<file path="src/rtl/mem_arbiter.sv">
// Arbitrates one slow_memory line port between the I-cache and D-cache.
// Whole transactions are granted; D has priority, bounded by a starvation limit on I.
module mem_arbiter #(
   parameter int MAX_CONSEC = 4,
   parameter int CNT_W      = 16
) (
   input  logic             clk,
   input  logic             rst,
   input  logic             mem_read_I,
   input  logic             mem_write_I,
   input  logic [27:0]      mem_addr_I,
   input  logic [127:0]     mem_wdata_I,
   output logic [127:0]     mem_rdata_I,
   output logic             mem_ready_I,
   input  logic             mem_read_D,
   input  logic             mem_write_D,
   input  logic [27:0]      mem_addr_D,
   input  logic [127:0]     mem_wdata_D,
   output logic [127:0]     mem_rdata_D,
   output logic             mem_ready_D,
   output logic             mem_read,
   output logic             mem_write,
   output logic [27:0]      mem_addr,
   output logic [127:0]     mem_wdata,
   input  logic [127:0]     mem_rdata,
   input  logic             mem_ready,
   output logic             busy,
   output logic             owner,
   output logic [CNT_W-1:0] grant_cnt_I,
   output logic [CNT_W-1:0] grant_cnt_D
);

   localparam int CONS_W = $clog2(MAX_CONSEC + 1);

   typedef enum logic [1:0] {IDLE, ACCESS, DONE} state_t;

   state_t              state;
   logic [CONS_W-1:0]   consec_d;
   logic                req_i;
   logic                req_d;
   logic                grant_d;
   logic                grant_i;

   always_comb begin
      req_i   = mem_read_I | mem_write_I;
      req_d   = mem_read_D | mem_write_D;
      grant_d = req_d & (~req_i | (consec_d < CONS_W'(MAX_CONSEC)));
      grant_i = req_i & ~grant_d;
   end

   always_ff @(posedge clk) begin
      if (rst) begin
         state       <= IDLE;
         mem_read    <= 1'b0;
         mem_write   <= 1'b0;
         mem_addr    <= '0;
         mem_wdata   <= '0;
         mem_rdata_I <= '0;
         mem_rdata_D <= '0;
         mem_ready_I <= 1'b0;
         mem_ready_D <= 1'b0;
         busy        <= 1'b0;
         owner       <= 1'b0;
         grant_cnt_I <= '0;
         grant_cnt_D <= '0;
         consec_d    <= '0;
      end else begin
         case (state)
            IDLE: begin
               // A simultaneous read+write request is forwarded as a write only.
               if (grant_d) begin
                  mem_addr  <= mem_addr_D;
                  mem_wdata <= mem_wdata_D;
                  mem_write <= mem_write_D;
                  mem_read  <= mem_read_D & ~mem_write_D;
                  owner     <= 1'b1;
                  busy      <= 1'b1;
                  state     <= ACCESS;
                  if (req_i) begin
                     if (consec_d != CONS_W'(MAX_CONSEC))
                        consec_d <= consec_d + 1'b1;
                  end else begin
                     consec_d <= '0;
                  end
               end else if (grant_i) begin
                  mem_addr  <= mem_addr_I;
                  mem_wdata <= mem_wdata_I;
                  mem_write <= mem_write_I;
                  mem_read  <= mem_read_I & ~mem_write_I;
                  owner     <= 1'b0;
                  busy      <= 1'b1;
                  state     <= ACCESS;
                  consec_d  <= '0;
               end
            end
            ACCESS: begin
               if (mem_ready) begin
                  mem_read  <= 1'b0;
                  mem_write <= 1'b0;
                  state     <= DONE;
                  if (owner) begin
                     mem_ready_D <= 1'b1;
                     if (mem_read)
                        mem_rdata_D <= mem_rdata;
                     if (grant_cnt_D != '1)
                        grant_cnt_D <= grant_cnt_D + 1'b1;
                  end else begin
                     mem_ready_I <= 1'b1;
                     if (mem_read)
                        mem_rdata_I <= mem_rdata;
                     if (grant_cnt_I != '1)
                        grant_cnt_I <= grant_cnt_I + 1'b1;
                  end
               end
            end
            DONE: begin
               mem_ready_I <= 1'b0;
               mem_ready_D <= 1'b0;
               busy        <= 1'b0;
               state       <= IDLE;
            end
            default: state <= IDLE;
         endcase
      end
   end

endmodule

</file>
<file path="config.mk">
export PLATFORM = sky130hd
export DESIGN_NAME = mem_arbiter
export DESIGN_NICKNAME = d
export VERILOG_FILES = /design/src/rtl/mem_arbiter.sv
export SDC_FILE = /design/constraint.sdc
export NUM_CORES = 1
export LEC_CHECK = 0
export ABC_CLOCK_PERIOD_IN_PS = 3100
export BUFFER_PORTS_ARGS = -buffer_cell sky130_fd_sc_hd__clkbuf_2
export CAP_MARGIN = 20
export CORE_AREA = 2 2 346 348
export CTS_BUF_LIST = sky130_fd_sc_hd__clkbuf_16
export DETAILED_ROUTE_END_ITERATION = 16
export DIE_AREA = 0 0 348 350
export PLACE_DENSITY = 0.31
export SLEW_MARGIN = 20
export SYNTH_ARGS = -nofsm -noshare
export SYNTH_HDL_FRONTEND = slang
export SYNTH_SLANG_ARGS = --single-unit
</file>
<file path="constraint.sdc">
create_clock -name clk -period 3.1 [get_ports clk]
set_clock_uncertainty 0.15 [all_clocks]
set_input_delay 0.775 -clock clk [delete_from_list [all_inputs] [get_ports clk]]
set_output_delay 0.775 -clock clk [all_outputs]
set_load 0.01 [all_outputs]
</file>
==> results.md <==
- Run status: complete, no violations
- Number of nets in the final layout: 3385
- Post-layout utilization of the core: ~22%
- Die footprint: 122000 um^2
- Layout cell share with drive strength beyond 1: 35.9%
- Worst Path Arrival: 1.53 ns
- Number of slew-limit violations in the final report: 0
- Yosys warning total: 0
- Remaining global-route overflow: 0
- # resized after CTS: 0
- Count of mapped cells out of synthesis: 2066
- Hold WS: 0.193 ns
- Post-synthesis sequential element count: 455
- Launch point of the critical path: mem_read
- Number of unique standard cell types used by synthesis: 44
- Cell row count: roughly 130
- Detailed-routing iteration count for the pre-antenna-repair pass: 5
- Worst Reg-to-Reg Cells: 4
- Reported leakage power: 11.8 nW
- Launch point of the worst reg-to-reg path: grant_cnt_I[4]
- Chip height: 350 um
- Via-to-Cell Ratio: 3.97
- Slowest cell on crit path: sky130_fd_sc_hd__dfxtp_1
- Vias in the first global route: roughly 18k
- Remaining routing DRC violations: 0
- Number of buffer cells added on primary ports: ~900
- Classification of the worst setup path: register to output pin
- Most frequent cell after synthesis: sky130_fd_sc_hd__nand2_1
- Power density normalized to cell area: 569 nW/um^2
- Async SR Flop Fraction: 0%
- Antenna violations before repair: 39
- Final worst path period share: 79.4%
- Post-synthesis instance area: 17600 um^2
- Worst setup SP type: register
- Total count of hold-check failures in the final report: 0
- CP endpoint kind: output pin
- Most instantiated flip-flop cell in the synthesis netlist: sky130_fd_sc_hd__dfxtp_1
- CTS max path bufs: 3
- Initial detailed-routing violation count: roughly 800
- Number of enable flip-flop cells after synthesis: 0
- Maximum vdd drop: 0.412 mV
- Number of cells on the critical path: 2
- Slowest cell delay on critical path: 0.54 ns
- Area share of the leading cell type in the synthesized netlist: between 50% and 60%
- Final setup violation count: 0
- Horizontal die dimension: 348 um
- Growth of design area from synthesis to finish: 48.9%
- Worst flop-to-flop path endpoint: grant_cnt_I[15]
- Initial core utilization: approximately 15%
- Worst min-delay path category: input port to register
- Biggest area contributors in the synthesized netlist: sky130_fd_sc_hd__dfxtp_1 52%, sky130_fd_sc_hd__nand2_1 11%, sky130_fd_sc_hd__mux2i_1 9.0%
- GP Congestion: approximately 0.80
- Detailed-placement wirelength estimate: 76.9 mm
- Number of nets with antenna violations after detailed routing: 0
- Minimum period implied by the final worst setup slack: 2.46 ns
- Worst slew pin tran: 0.681 ns
- Wire length of the first global-routing pass: around 130 mm
- Worst Setup EP: mem_read
- Max transition margin: 54.3%
- Series of cell instances along the critical path: buf_4 -> clkbuf_2
- Clk Latency, worst-skew pair: 0.66 ns
- Worst-case register-to-register setup slack: 0.80 ns
- Maximum number of pins on one net before global-route repair: 69
- Worst Path Max Fanout: 5
- Number of buffers inserted during clock tree synthesis: 59
- Via Count: 18.0k
- Max_cap viols: 0
- Biggest area consumer among synthesized cells: sky130_fd_sc_hd__dfxtp_1
- Average footprint of a synthesized cell: 8.51 um^2
- Routed WL: 97.4 mm
- Ranking of synthesized cells by instance count: 535 x sky130_fd_sc_hd__nand2_1, 455 x sky130_fd_sc_hd__dfxtp_1, 286 x sky130_fd_sc_hd__a21oi_1, 180 x sky130_fd_sc_hd__nor2_1, 159 x sky130_fd_sc_hd__a211oi_1
- Register clock-pin slew on the reported worst setup and hold paths: approximately 0.060 ns
- Count of hold buffers inserted by post-cts repair: 0
- Post-DR wirelength/cell: 21.5 um
- Number of levels in the clock H-tree: 2
- Mapped Nets: 2517
- Register area share after synthesis: slightly above 50%
- Clock Sink Count: 455
- Number of primary I/O pins: 897
- Crit-path leading delay family: flip-flops
- Core outline area: 118000 um^2
- Setup repair after global routing missed its margin: false
- Number of buffers and inverters on the critical path: 2
- F_max: a little over 0.4 GHz
- Setup TNS after final layout: 0 ns
- Cell chosen for the clock root: sky130_fd_sc_hd__clkbuf_16
- Critical Path RT: ~2.2 ns
- Combined global-route utilization of all metal layers: 15.3%
- Clock tree from TritonCTS: yes
- Post CTS Setup Buffer Count: 0
-- report_power, final --
part | leakage, nW | internal (mW) | switching (mW)
Sequential | 3.71 | 6.13 | 0.185
Clock | 0.962 | 3.70 | 2.97
Combinational | 7.08 | 0.782 | 1.14
-- cell type report --
cell class              instances  area (um^2)
fillers                     13316        91600
flip-flops and latches        455         9110
multi-input cells            1435         7830
repair buffers                972         5420
well taps                    1536         1920
clock buffers                  59         1480
clock inverters                52          345
inverters                      11         41.3
diodes                         14         35.0
-- kinds of logic after synthesis --
| group | share of synthesized area [%] |
|---|---|
| AOI/OAI and AO/OA | 16.1 |
| adders and majority gates | 0.285 |
| buffers and inverters | 3.91 |
| DFF | 51.8 |
| muxes | 9.63 |
| and+or+nand+nor | 18.3 |
-- cell usage in the layout (no fill, tap or decap), types with 27 or more instances in the layout --
cell type	instances
sky130_fd_sc_hd__clkbuf_2	895
sky130_fd_sc_hd__nand2_1	533
sky130_fd_sc_hd__dfxtp_1	455
sky130_fd_sc_hd__a21oi_1	285
sky130_fd_sc_hd__nor2_1	180
sky130_fd_sc_hd__mux2i_1	158
sky130_fd_sc_hd__a211oi_1	158
sky130_fd_sc_hd__clkbuf_16	59
sky130_fd_sc_hd__buf_4	48
sky130_fd_sc_hd__buf_12	28
sky130_fd_sc_hd__inv_1	27
-- stage by stage --
step / instance area (um^2) / cells / setup WS [ns] / power, mW
final: 26200 / 4534 / 0.640 / 14.9
after global routing: 26200 / 4531 / 0.522 / 15.6
after CTS: 26100 / 4520 / 0.515 / 15.3
after detailed placement: 24300 / 4409 / 0.349 / 8.41
after global placement: 24300 / 4409 / 0.349 / 8.43
after floorplan: 17600 / 2066 / 0.694 / 7.26
-- registers in the layout, indices dropped and copies added, names as in the netlist --
| signal | cells |
|---|---|
| mem_rdata_I | 128 |
| mem_rdata_D | 128 |
| mem_read | 1 |
| state | 2 |
| busy | 1 |
| consec_d | 3 |
| mem_wdata | 128 |
| mem_ready_D | 1 |
| grant_cnt_D | 16 |
| grant_cnt_I | 16 |
| owner | 1 |
| mem_addr | 28 |
| mem_ready_I | 1 |
| mem_write | 1 |
-- layer usage --
layer,routed length (um),track usage [%],vias to the layer above
met5,146,0,-
met4,1750,4.74,22
met2,48300,26.3,635
met1,37700,16.8,8317
met3,9510,6.81,140
li1,-,-,8870
-- worst min-delay path by stage --
stage          slack [ns]              end            start  depth (start not counted)
5_1_grt              0.14  mem_rdata_D[74]    mem_rdata[74]                          3
4_1_cts              0.12  mem_rdata_I[94]    mem_rdata[94]                          3
6_report             0.19  mem_rdata_I[39]    mem_rdata[39]                          3
2_1_floorplan        0.30      consec_d[1]      consec_d[1]                          2
3_3_place_gp         0.29  mem_rdata_D[88]  mem_rdata_D[88]                          2
3_5_place_dp         0.30  mem_rdata_D[82]  mem_rdata_D[82]                          2
-- worst min-delay path, delay by kind of cell --
family | cells | cell delay [ns]
buffers and inverters | 1 | 0.09
and+or+nand+nor | 1 | 0.05
AOI/OAI and AO/OA | 1 | 0.05
Note: power is estimated with default switching activity, not from simulation.
